**config.mk**
```make
export PLATFORM = sky130hd
export DESIGN_NAME = uart_rx
export DESIGN_NICKNAME = d
export VERILOG_FILES = /design/src/rtl/uart_pkg.sv /design/src/rtl/sync_2ff.sv /design/src/rtl/uart_rx.sv
export SDC_FILE = /design/constraint.sdc
export NUM_CORES = 1
export LEC_CHECK = 0
export ABC_AREA = 0
export ABC_CLOCK_PERIOD_IN_PS = 1950
export BUFFER_PORTS_ARGS = -buffer_cell sky130_fd_sc_hd__buf_4
export CAP_MARGIN = 25
export CORE_UTILIZATION = 55
export CTS_BUF_LIST = sky130_fd_sc_hd__clkbuf_2 sky130_fd_sc_hd__clkbuf_4 sky130_fd_sc_hd__clkbuf_8
export DETAILED_ROUTE_END_ITERATION = 16
export PLACE_DENSITY = 0.78
export SYNTH_ARGS = -nofsm -noshare
export SYNTH_HDL_FRONTEND = slang
export SYNTH_HIERARCHICAL = 1
export SYNTH_SLANG_ARGS = --single-unit
```
**constraint.sdc**
```tcl
create_clock -name clk -period 1.95 [get_ports clk]
set_clock_uncertainty 0.05 [all_clocks]
set_input_delay 0.2925 -clock clk [delete_from_list [all_inputs] [get_ports clk]]
set_output_delay 0.2925 -clock clk [all_outputs]
set_load 0.01 [all_outputs]
```
**src/rtl/uart_pkg.sv**
```systemverilog
// Shared UART constants: FSM state encoding (common to rx and tx), default baud
// divisor and 8N1 frame shape.
package uart_pkg;
  localparam int CLKS_PER_BIT_DEF = 868;  // 100 MHz / 115200
  localparam int DATA_BITS        = 8;

  typedef enum logic [2:0] {
    IDLE  = 3'd0,
    START = 3'd1,
    DATA  = 3'd2,
    STOP  = 3'd3
  } uart_state_t;
endpackage

```
**src/rtl/sync_2ff.sv**
```systemverilog
// Two-flop synchroniser for a single asynchronous pin; reset value selectable
// so idle-high lines come out of reset already idle.
module sync_2ff #(
  parameter logic RESET_VAL = 1'b1
) (
  input  logic clk,
  input  logic resetn,
  input  logic d,
  output logic q
);
  logic meta;

  always_ff @(posedge clk) begin
    if (!resetn) begin
      meta <= RESET_VAL;
      q    <= RESET_VAL;
    end else begin
      meta <= d;
      q    <= meta;
    end
  end
endmodule

```
**src/rtl/uart_rx.sv**
```systemverilog
// 8N1 UART receiver: start-edge detect on the synchronised line, mid-bit
// sampling from a down-counter, one-cycle valid / frame-error strobes.
module uart_rx
  import uart_pkg::*;
#(
  parameter int CLKS_PER_BIT = CLKS_PER_BIT_DEF
) (
  input  logic       clk,
  input  logic       resetn,
  input  logic       rx_i,
  output logic [7:0] d_o,
  output logic       valid_o,
  output logic       frame_err_o,
  output logic       busy_o
);
  localparam int TW = $clog2(CLKS_PER_BIT);
  localparam logic [TW-1:0] HALF_LD = TW'(CLKS_PER_BIT / 2 - 1);
  localparam logic [TW-1:0] RELOAD  = TW'(CLKS_PER_BIT - 1);
  localparam logic [2:0]    LAST    = 3'(DATA_BITS - 1);

  logic              rx_s, rx_prev;
  uart_state_t       state, state_d;
  logic [TW-1:0]     timer, timer_d;
  logic [2:0]        bit_idx, bit_idx_d;
  logic [7:0]        shreg, shreg_d;
  logic [7:0]        d_d;
  logic              valid_d, ferr_d;
  logic              tick;

  sync_2ff #(.RESET_VAL(1'b1)) u_sync (
    .clk    (clk),
    .resetn (resetn),
    .d      (rx_i),
    .q      (rx_s)
  );

  assign tick   = (timer == '0);
  assign busy_o = (state != IDLE);

  always_ff @(posedge clk) begin
    if (!resetn) begin
      state       <= IDLE;
      timer       <= '0;
      bit_idx     <= '0;
      shreg       <= '0;
      rx_prev     <= 1'b1;
      d_o         <= '0;
      valid_o     <= 1'b0;
      frame_err_o <= 1'b0;
    end else begin
      state       <= state_d;
      timer       <= timer_d;
      bit_idx     <= bit_idx_d;
      shreg       <= shreg_d;
      rx_prev     <= rx_s;
      d_o         <= d_d;
      valid_o     <= valid_d;
      frame_err_o <= ferr_d;
    end
  end

  always_comb begin
    state_d   = state;
    timer_d   = timer;
    bit_idx_d = bit_idx;
    shreg_d   = shreg;
    d_d       = d_o;
    valid_d   = 1'b0;
    ferr_d    = 1'b0;
    // Free-running bit timer while a frame is in flight; reloads on each sample.
    if (state != IDLE)
      timer_d = tick ? RELOAD : timer - 1'b1;
    case (state)
      IDLE: begin
        // Needs a true high-to-low edge, so a held-low (break) line is ignored.
        if (rx_prev && !rx_s) begin
          state_d = START;
          timer_d = HALF_LD;
        end
      end
      START: begin
        if (tick) begin
          if (!rx_s) begin
            state_d   = DATA;
            bit_idx_d = '0;
          end else begin
            state_d = IDLE;
          end
        end
      end
      DATA: begin
        if (tick) begin
          shreg_d[bit_idx] = rx_s;
          bit_idx_d        = bit_idx + 1'b1;
          if (bit_idx == LAST)
            state_d = STOP;
        end
      end
      STOP: begin
        // Back to IDLE at mid stop bit so a back-to-back start edge is caught.
        if (tick) begin
          state_d = IDLE;
          if (rx_s) begin
            d_d     = shreg;
            valid_d = 1'b1;
          end else begin
            ferr_d = 1'b1;
          end
        end
      end
      default: state_d = IDLE;
    endcase
  end
endmodule

```
==> results of run 1 <==
==> stage by stage <==
stage / std cells / instance area [um2] / power (W) / hold slack (ns) / setup slack, ns
after detailed placement: 211 / 1740 / 0.00139 / 0.348 / 0.0258
final: 219 / 1810 / 0.00182 / 0.0858 / 0.179
after floorplan: 173 / 1620 / 0.00130 / 0.316 / 0.317
after global placement: 211 / 1740 / 0.00136 / 0.346 / 0.128
after global routing: 219 / 1810 / 0.00192 / 0.0841 / 0.0218
after CTS: 219 / 1800 / 0.00180 / 0.0823 / 0.00162
==> repair_timing <==
item / 4_1_cts / 5_1_grt
hold buffers: 0 / 0
setup endpoints to repair: 0 / 18
resized for setup: 0 / 2
==> synth_stat cells, types with 3 or more instances <==
master    instances
inv_1             6
mux2i_1          18
nor3_1           11
nor2_1           11
or3_1             3
nand2_1          25
nand3_1           3
xnor2_1           4
dfxtp_1          36
nand4_1           5
ha_1              3
nand2b_1          5
clkbuf_1          7
nor2b_1           3
==> cells by family after synthesis <==
kind of cell	Yosys count	synth area share, %
buffers and inverters	15	3.78
and+or+nand+nor	78	27.2
muxes	18	11.1
DFF	36	44.4
xor gates and xnor gates	5	2.70
AOI/OAI and AO/OA	18	8.48
adders and majority gates	3	2.31
==> report_power, final <==
part / switching [W] / internal [W]
logic: 0.000315 / 0.000212
clock network: 0.000243 / 0.000171
registers: 0.0000838 / 0.000790
==> layout make-up <==
class / count / area [um2] / area share (%)
multi-input combinational: 122 / 851 / 46.9
clock inverter: 2 / 10.0 / 0.552
sequential: 36 / 721 / 39.7
inverter: 6 / 22.5 / 1.24
clock buffer: 6 / 51.3 / 2.83
tap: 31 / 38.8 / 2.14
timing repair buffer: 16 / 120 / 6.62
==> routing by layer <==
layer | part of all wire [%] | up-vias | track usage, %
met1 | 46 | 621 | 29.7
met5 | 0 | - | 0
met3 | 5.3 | 7 | 6.91
met2 | 47 | 44 | 34.4
li1 | - | 640 | -
met4 | 1.4 | 0 | 7.32
==> registers in the layout, indices dropped and copies added, names as in the netlist <==
signal,count
timer,10
state,2
frame_err_o,1
u_sync/q,1
valid_o,1
bit_idx,3
shreg,8
u_sync/meta,1
rx_prev,1
d_o,8
==> worst max path at each step <==
stage	slack, ns	start	endpoint
2_1_floorplan	0.32	timer[0]	shreg[6]
3_3_place_gp	0.13	timer[0]	shreg[5]
3_5_place_dp	0.03	timer[0]	frame_err_o
4_1_cts	0.002	timer[0]	frame_err_o
5_1_grt	0.02	timer[0]	frame_err_o
6_report	0.18	timer[0]	d_o[5]
==> flow_metrics.env, run 1 <==
export IMPL_critPathMaxStageDelay_ns=0.36
export IMPL_fin_setup_tns_ns=0
export IMPL_grt_usage_pct=22.2
export IMPL_grt_max_degree=27
export IMPL_hpwl_mm=2.30
export IMPL_dieHeight_um=56.3
export IMPL_reg2reg_from="timer[0]"
export IMPL_syn_area_um2=1620
export IMPL_status="finished clean"
export IMPL_htree_levels=2
export IMPL_crit_arrival_ns=1.99
export IMPL_reg2reg_depth=6
export IMPL_p_leak_nw=0.733
export IMPL_finalCritPeriodShare_pct=90.8
export IMPL_fillers=228
export IMPL_min_path_cells=2
export IMPL_drt_iter0_drc=48
export IMPL_critPathCaptureType="flop"
export IMPL_r2r_end="d_o[5]"
export IMPL_cp_top_family="simple AND/OR/NAND/NOR gates"
export IMPL_hold_path_end="u_sync/meta"
export IMPL_start_kind="flop"
export IMPL_num_antenna_cells=0
export IMPL_via_count=1312
export IMPL_worst_skew_pair_late_latency_ns=0.34
export IMPL_hold_violations=0
export IMPL_die_w_um=56.3
export IMPL_synth_lib_cells_used_distinct=40
export IMPL_path_cells="inv_1 -> ha_1 -> nor4b_4 -> nand3_4 -> nor2_4 -> mux2i_1"
export IMPL_clk_pin_slew_ns=0.10
export IMPL_synth_edf_count=0
export IMPL_final_common_cell="dfxtp_1"
export IMPL_slew_headroom_pct=69.2
export IMPL_hp_class="in -> reg"
export IMPL_crit_slowest_cell="dfxtp_1"
export IMPL_drive_gt1_share_pct=16.5
export IMPL_reg2reg_slack_ns=0.18
export IMPL_wl_per_cell_um=15.1
export IMPL_areaGrowthSynthToFinish_pct=11.8
export IMPL_worst_pin_slew_ns=0.458
export IMPL_rsz0062_at_grt="false"
export IMPL_cts_sinks=36
export IMPL_grt_pass1_vias=1228
export IMPL_cap_violations=0
export IMPL_first_pass_iters=4
export IMPL_cts_inserted_buffers=5
export IMPL_drv_slew=0
export IMPL_fin_nets=193
export IMPL_gr_total_overflow=0
export IMPL_syn_inst=173
export IMPL_routed_wl_mm=3.32
export IMPL_worst_ep_required_time_ns=2.17
export IMPL_mostFrequentLayoutCells="36 x dfxtp_1, 25 x nand2_1, 18 x mux2i_1"
export IMPL_synth_top_cell_area_share_pct=44.4
export IMPL_place_gp_congestion=0.849
export IMPL_ir_drop_uv=923
export IMPL_crit_buf_inv=1
export IMPL_period_needed_ns=1.77
export IMPL_path_depth=6
export IMPL_grt_pass1_wl_mm=5.45
export IMPL_path_max_fanout=8
export IMPL_hp_start="rx_i"
export IMPL_antenna_found_initial=0
export IMPL_clock_fmax_mhz=565
export IMPL_ant_nets=0
export IMPL_cts_setup_buffers=0
export IMPL_route_detailed_drc=0
export IMPL_portBuffers=13
export IMPL_rows=19
export IMPL_power_density_nw_per_um2=1000
export IMPL_dieArea_um2=3170
export IMPL_synth_ff_type="dfxtp_1"
export IMPL_post_route_util_pct=65.2
export IMPL_cts_buffer_depth=2
export IMPL_synthTopCellsByArea="dfxtp_1 44%, mux2i_1 11%, nand2_1 5.8%"
export IMPL_ys_seq_area_share_pct=44.4
export IMPL_synth_ff_latch_count=36
export IMPL_async_reset_ff_share_pct=0
export IMPL_initial_core_util_pct=58.3
export IMPL_synthesis_nets=179
export IMPL_core_um2=2780
export IMPL_ios=14
export IMPL_synth_warnings=6
export IMPL_yosysTopAreaCell="dfxtp_1"
export IMPL_tritoncts="done"
export IMPL_worstSetupPathType="reg -> reg"
export IMPL_final_setup_viol_count=0
export IMPL_vias_per_cell=5.99
export IMPL_synth_avg_cell_area_um2=9.38
export IMPL_cts_root_buf="clkbuf_4"
Note: power is estimated with default switching activity, not from simulation.
==> inputs of run 2 (changes only) <==
- CORE_UTILIZATION: 55 -> 50
- PLACE_DENSITY: 0.78 -> 0.73
- REMOVE_ABC_BUFFERS: not set -> 1
==> flow_metrics.env, run 2 (same netlist as run 1, synthesis figures left out) <==
export IMPL_p_sw_share_pct=35.1
export IMPL_worst_skew_pair_late_latency_ns=0.34
export IMPL_core_um2=3080
export IMPL_grt_pass1_wl_mm=4.83
export IMPL_min_path_cells=2
export IMPL_cts_sinks=36
export IMPL_start_kind="flop"
export IMPL_place_gp_congestion=0.831
export IMPL_gr_total_overflow=0
export IMPL_p_comb_share_pct=29.2
export IMPL_route_detailed_drc=0
export IMPL_fin_nets=193
export IMPL_ios=14
export IMPL_drv_slew=0
export IMPL_top_register="timer"
export IMPL_clock_fmax_mhz=560
export IMPL_finalCritPeriodShare_pct=91.5
export IMPL_reg2reg_depth=6
export IMPL_hp_start="rx_i"
export IMPL_dieHeight_um=59.0
export IMPL_hp_class="in -> reg"
export IMPL_status="finished clean"
export IMPL_cts_resized=0
export IMPL_grt_max_degree=27
export IMPL_clkPwrFrac_pct=21.6
export IMPL_grt_usage_pct=19.1
export IMPL_p_sw_w=0.000622
export IMPL_rows=20
export IMPL_routed_wl_mm=2.94
export IMPL_initial_core_util_pct=52.7
export IMPL_fillers=267
export IMPL_mostFrequentLayoutCells="36 x dfxtp_1, 25 x nand2_1, 18 x mux2i_1"
export IMPL_fin_setup_tns_ns=0
export IMPL_portBuffers=13
export IMPL_slew_headroom_pct=71.9
export IMPL_worst_ep_required_time_ns=2.18
export IMPL_tritoncts="done"
export IMPL_num_antenna_cells=0
export IMPL_postCtsHoldBufs=0
export IMPL_reg2reg_slack_ns=0.17
export IMPL_grt_pass1_vias=1131
export IMPL_antenna_found_initial=0
export IMPL_first_pass_iters=4
export IMPL_worstSetupPathType="reg -> reg"
export IMPL_wl_per_cell_um=12.7
export IMPL_cts_setup_buffers=0
export IMPL_crit_arrival_ns=2.01
export IMPL_cts_buffer_depth=2
export IMPL_hpwl_mm=2.03
export IMPL_rsz0062_at_grt="false"
export IMPL_via_count=1250
export IMPL_die_w_um=59.0
export IMPL_hold_violations=0
export IMPL_p_int_w=0.00115
export IMPL_worst_pin_slew_ns=0.419
export IMPL_setup_slack_ns=0.165
export IMPL_top_regs="timer (10), d_o (8), shreg (8)"
export IMPL_final_common_cell="dfxtp_1"
export IMPL_final_setup_viol_count=0
export IMPL_placed_area_um2=1760
export IMPL_path_max_fanout=8
export IMPL_hold_path_end="u_sync/meta"
export IMPL_reg2reg_from="timer[1]"
export IMPL_drt_iter0_drc=61
export IMPL_period_needed_ns=1.78
export IMPL_htree_levels=2
export IMPL_pwr_share_seq_pct=49.2
export IMPL_largest_reg_flops=10
export IMPL_ant_nets=0
export IMPL_p_leak_nw=0.727
export IMPL_cts_root_buf="clkbuf_4"
export IMPL_areaGrowthSynthToFinish_pct=12.1
export IMPL_cts_inserted_buffers=5
export IMPL_fin_cells=231
export IMPL_cap_violations=0
export IMPL_power_density_nw_per_um2=974
export IMPL_post_route_util_pct=59.1
export IMPL_drive_gt1_share_pct=16.0
export IMPL_r2r_end="d_o[7]"
export IMPL_critPathCaptureType="flop"
export IMPL_postLayoutCellArea_um2=1820
export IMPL_place_ws_ns=0.0629
export IMPL_vias_per_cell=5.41
export IMPL_dpl_cell_count=224
export IMPL_dieArea_um2=3480
export IMPL_ir_drop_uv=554
export IMPL_clk_pin_slew_ns=0.10
[run 2: cell types whose count changed in the layout (fill, tap and decap cells not counted)]
| cell | previous run | this run |
|---|---|---|
| clkbuf_8 | 1 | 0 |
| clkinv_2 | 2 | 1 |
| clkbuf_4 | 5 | 6 |
[run 2: worst max path at each step]
stage / to / slack [ns] / cells after the start / startpoint
6_report: d_o[7] / 0.17 / 6 / timer[1]
5_1_grt: d_o[2] / 0.01 / 6 / timer[0]
4_1_cts: state[0] / 0.05 / 6 / timer[0]
3_5_place_dp: state[0] / 0.06 / 6 / timer[0]
3_3_place_gp: shreg[0] / 0.15 / 6 / timer[0]
2_1_floorplan: state[0] / 0.29 / 6 / timer[0]
[run 2: layout make-up]
type                            instances  area (um2)  share of cell area (%)
Inverter                                6        22.5                    1.24
Tap cell                               44        55.1                    3.03
Sequential cell                        36         721                    39.6
Timing Repair Buffer                   16         120                    6.60
Clock buffer                            6        45.0                    2.48
Multi-Input combinational cell        122         851                    46.8
Clock inverter                          1        5.00                   0.275
[run 2: critical path, cell delays in order, from the launching register on]
cell and delay (ns):
dfxtp_1 0.35, inv_1 0.09, ha_1 0.19, nor4b_4 0.31
nand3_4 0.18, nor2_4 0.33, mux2i_1 0.22
[run 2: per-layer routing]
layer	share of wire (%)	track usage, %
met1	50	23.7
met3	4.1	5.90
met5	0	0
met2	44	29.1
met4	2.3	11.2
[run 2: power by group through the flow]
stage                     registers [W]  logic, W  clock network [W]
after CTS                      0.000867  0.000501           0.000396
final                          0.000872  0.000517           0.000383
after floorplan                0.000868  0.000397                  0
after detailed placement       0.000884  0.000499                  0
after global placement         0.000879  0.000484                  0
after global routing           0.000880  0.000573           0.000429
[run 2: metrics by stage]
step           total power, W  hold WS, ns
2_1_floorplan         0.00126        0.316
3_3_place_gp          0.00136        0.343
3_5_place_dp          0.00138        0.352
4_1_cts               0.00176       0.0603
5_1_grt               0.00188       0.0562
6_report              0.00177       0.0793
==> inputs of run 3 (changes only) <==
- CELL_PAD_IN_SITES_DETAIL_PLACEMENT: not set -> 0
- CELL_PAD_IN_SITES_GLOBAL_PLACEMENT: not set -> 2
- CORE_ASPECT_RATIO: not set -> 1.2
- CORE_UTILIZATION: 50 -> 38
- PLACE_DENSITY: 0.73 -> 0.84
==> flow_metrics.env, run 3 (same netlist as run 1, synthesis figures left out) <==
export IMPL_path_max_fanout=7
export IMPL_clk_pin_slew_ns=0.07
export IMPL_reg2reg_slack_ns=0.17
export IMPL_via_count=1244
export IMPL_grt_pass1_vias=1184
export IMPL_antenna_found_initial=0
export IMPL_rsz0062_at_grt="false"
export IMPL_num_antenna_cells=0
export IMPL_crit_arrival_ns=1.94
export IMPL_min_path_cells=2
export IMPL_period_needed_ns=1.78
export IMPL_portBuffers=13
export IMPL_cts_root_buf="clkbuf_8"
export IMPL_finalCritPeriodShare_pct=91.0
export IMPL_dieHeight_um=73.6
export IMPL_routed_wl_mm=3.09
export IMPL_start_kind="flop"
export IMPL_die_w_um=61.7
export IMPL_met1_usage_pct=17.5
export IMPL_gr_total_overflow=0
export IMPL_cp_top_family="simple AND/OR/NAND/NOR gates"
export IMPL_drv_slew=0
export IMPL_route_detailed_drc=0
export IMPL_tritoncts="done"
export IMPL_dieArea_um2=4540
export IMPL_cts_setup_buffers=0
export IMPL_hpwl_mm=2.27
export IMPL_reg2reg_from="timer[0]"
export IMPL_grt_pass1_wl_mm=5.14
export IMPL_rows=25
export IMPL_grt_usage_pct=15.6
export IMPL_largest_reg_flops=10
export IMPL_worst_pin_slew_ns=0.442
export IMPL_cts_buffer_depth=2
export IMPL_postCtsHoldBufs=0
export IMPL_clock_fmax_mhz=563
export IMPL_mostFrequentLayoutCells="36 x dfxtp_1, 25 x nand2_1, 18 x mux2i_1, 18 x buf_4"
export IMPL_cts_sinks=36
export IMPL_grt_use_met2_pct=26.4
export IMPL_path_cells="inv_1 -> ha_1 -> nor4b_2 -> buf_4 -> nand3_4 -> nor4_2 -> mux2i_1"
export IMPL_worst_ep_required_time_ns=2.11
export IMPL_crit_path_start="timer[0]"
export IMPL_cap_violations=0
export IMPL_final_setup_viol_count=0
export IMPL_top_regs="timer (10), d_o (8), shreg (8)"
export IMPL_top_register="timer"
export IMPL_p_leak_nw=0.739
export IMPL_drt_iter0_drc=68
export IMPL_busiest_layer="met2"
export IMPL_critPathCaptureType="flop"
export IMPL_hp_class="in -> reg"
export IMPL_crit_buf_inv=2
export IMPL_critPathMaxStageDelay_ns=0.36
export IMPL_fin_nets=195
export IMPL_hp_start="rx_i"
export IMPL_drive_gt1_share_pct=16.8
export IMPL_r2r_end="shreg[6]"
export IMPL_vias_per_cell=5.10
export IMPL_initial_core_util_pct=40.5
export IMPL_power_density_nw_per_um2=1030
export IMPL_hold_violations=0
export IMPL_worst_skew_pair_late_latency_ns=0.28
export IMPL_htree_levels=2
export IMPL_grt_util_met3_pct=4.75
export IMPL_dpl_cell_count=236
export IMPL_ant_nets=0
export IMPL_reg2reg_depth=7
export IMPL_fin_setup_tns_ns=0
export IMPL_total_power_w=0.00194
export IMPL_cts_resized=0
export IMPL_wl_per_cell_um=12.7
export IMPL_post_route_util_pct=47.1
export IMPL_final_common_cell="dfxtp_1"
export IMPL_place_gp_congestion=0.799
export IMPL_cts_inserted_buffers=5
export IMPL_core_um2=4000
export IMPL_hold_path_end="u_sync/meta"
export IMPL_grt_max_degree=26
export IMPL_timing_hold_ws_ns=0.141
export IMPL_first_pass_iters=4
export IMPL_ios=14
export IMPL_fin_cells=244
export IMPL_status="finished clean"
export IMPL_crit_slowest_cell="nor4_2"
export IMPL_areaGrowthSynthToFinish_pct=16.1
export IMPL_slew_headroom_pct=70.3
export IMPL_ir_drop_uv=554
export IMPL_worstSetupPathType="reg -> reg"
export IMPL_fillers=425
[run 3: cell count changes in the layout (fill, tap and decap cells not counted), sizes merged]
cell and change:
clkinv -1, clkinvlp +2, buf +2
[run 3: cell type report]
class / count / area (um2) / area share [%]
flip-flops and latches: 36 / 721 / 38.2
well taps: 54 / 67.6 / 3.59
multi-input cells: 122 / 841 / 44.6
inverters: 6 / 22.5 / 1.20
repair buffers: 18 / 135 / 7.17
clock inverters: 2 / 15.0 / 0.797
clock buffers: 6 / 82.6 / 4.38
[run 3: metrics by stage]
stage | instance area [um2] | setup WS [ns]
floorplan | 1580 | 0.285
global route | 1880 | 0.0469
detailed placement | 1790 | 0.181
finish | 1880 | 0.175
CTS | 1880 | 0.159
global placement | 1790 | 0.194
[run 3: worst max-delay path by stage]
| stage | endpoint | depth (start not counted) |
|---|---|---|
| 2_1_floorplan | state[0] | 6 |
| 3_3_place_gp | shreg[0] | 7 |
| 3_5_place_dp | state[0] | 7 |
| 4_1_cts | shreg[6] | 7 |
| 5_1_grt | d_o[7] | 7 |
| 6_report | shreg[6] | 7 |
[run 3: routing by layer]
layer,wire length (um),vias to the layer above
met4,40,0
li1,-,650
met5,0,-
met3,106,4
met1,1370,573
met2,1580,17
[run 3: power by group]
group / internal [W] / leakage (nW) / switching (W) / total, W
sequential: 0.000790 / 0.292 / 0.0000771 / 0.000867
clock: 0.000286 / 0.0434 / 0.000266 / 0.000552
combinational: 0.000214 / 0.404 / 0.000304 / 0.000518
total: 0.00129 / 0.739 / 0.000647 / 0.00194
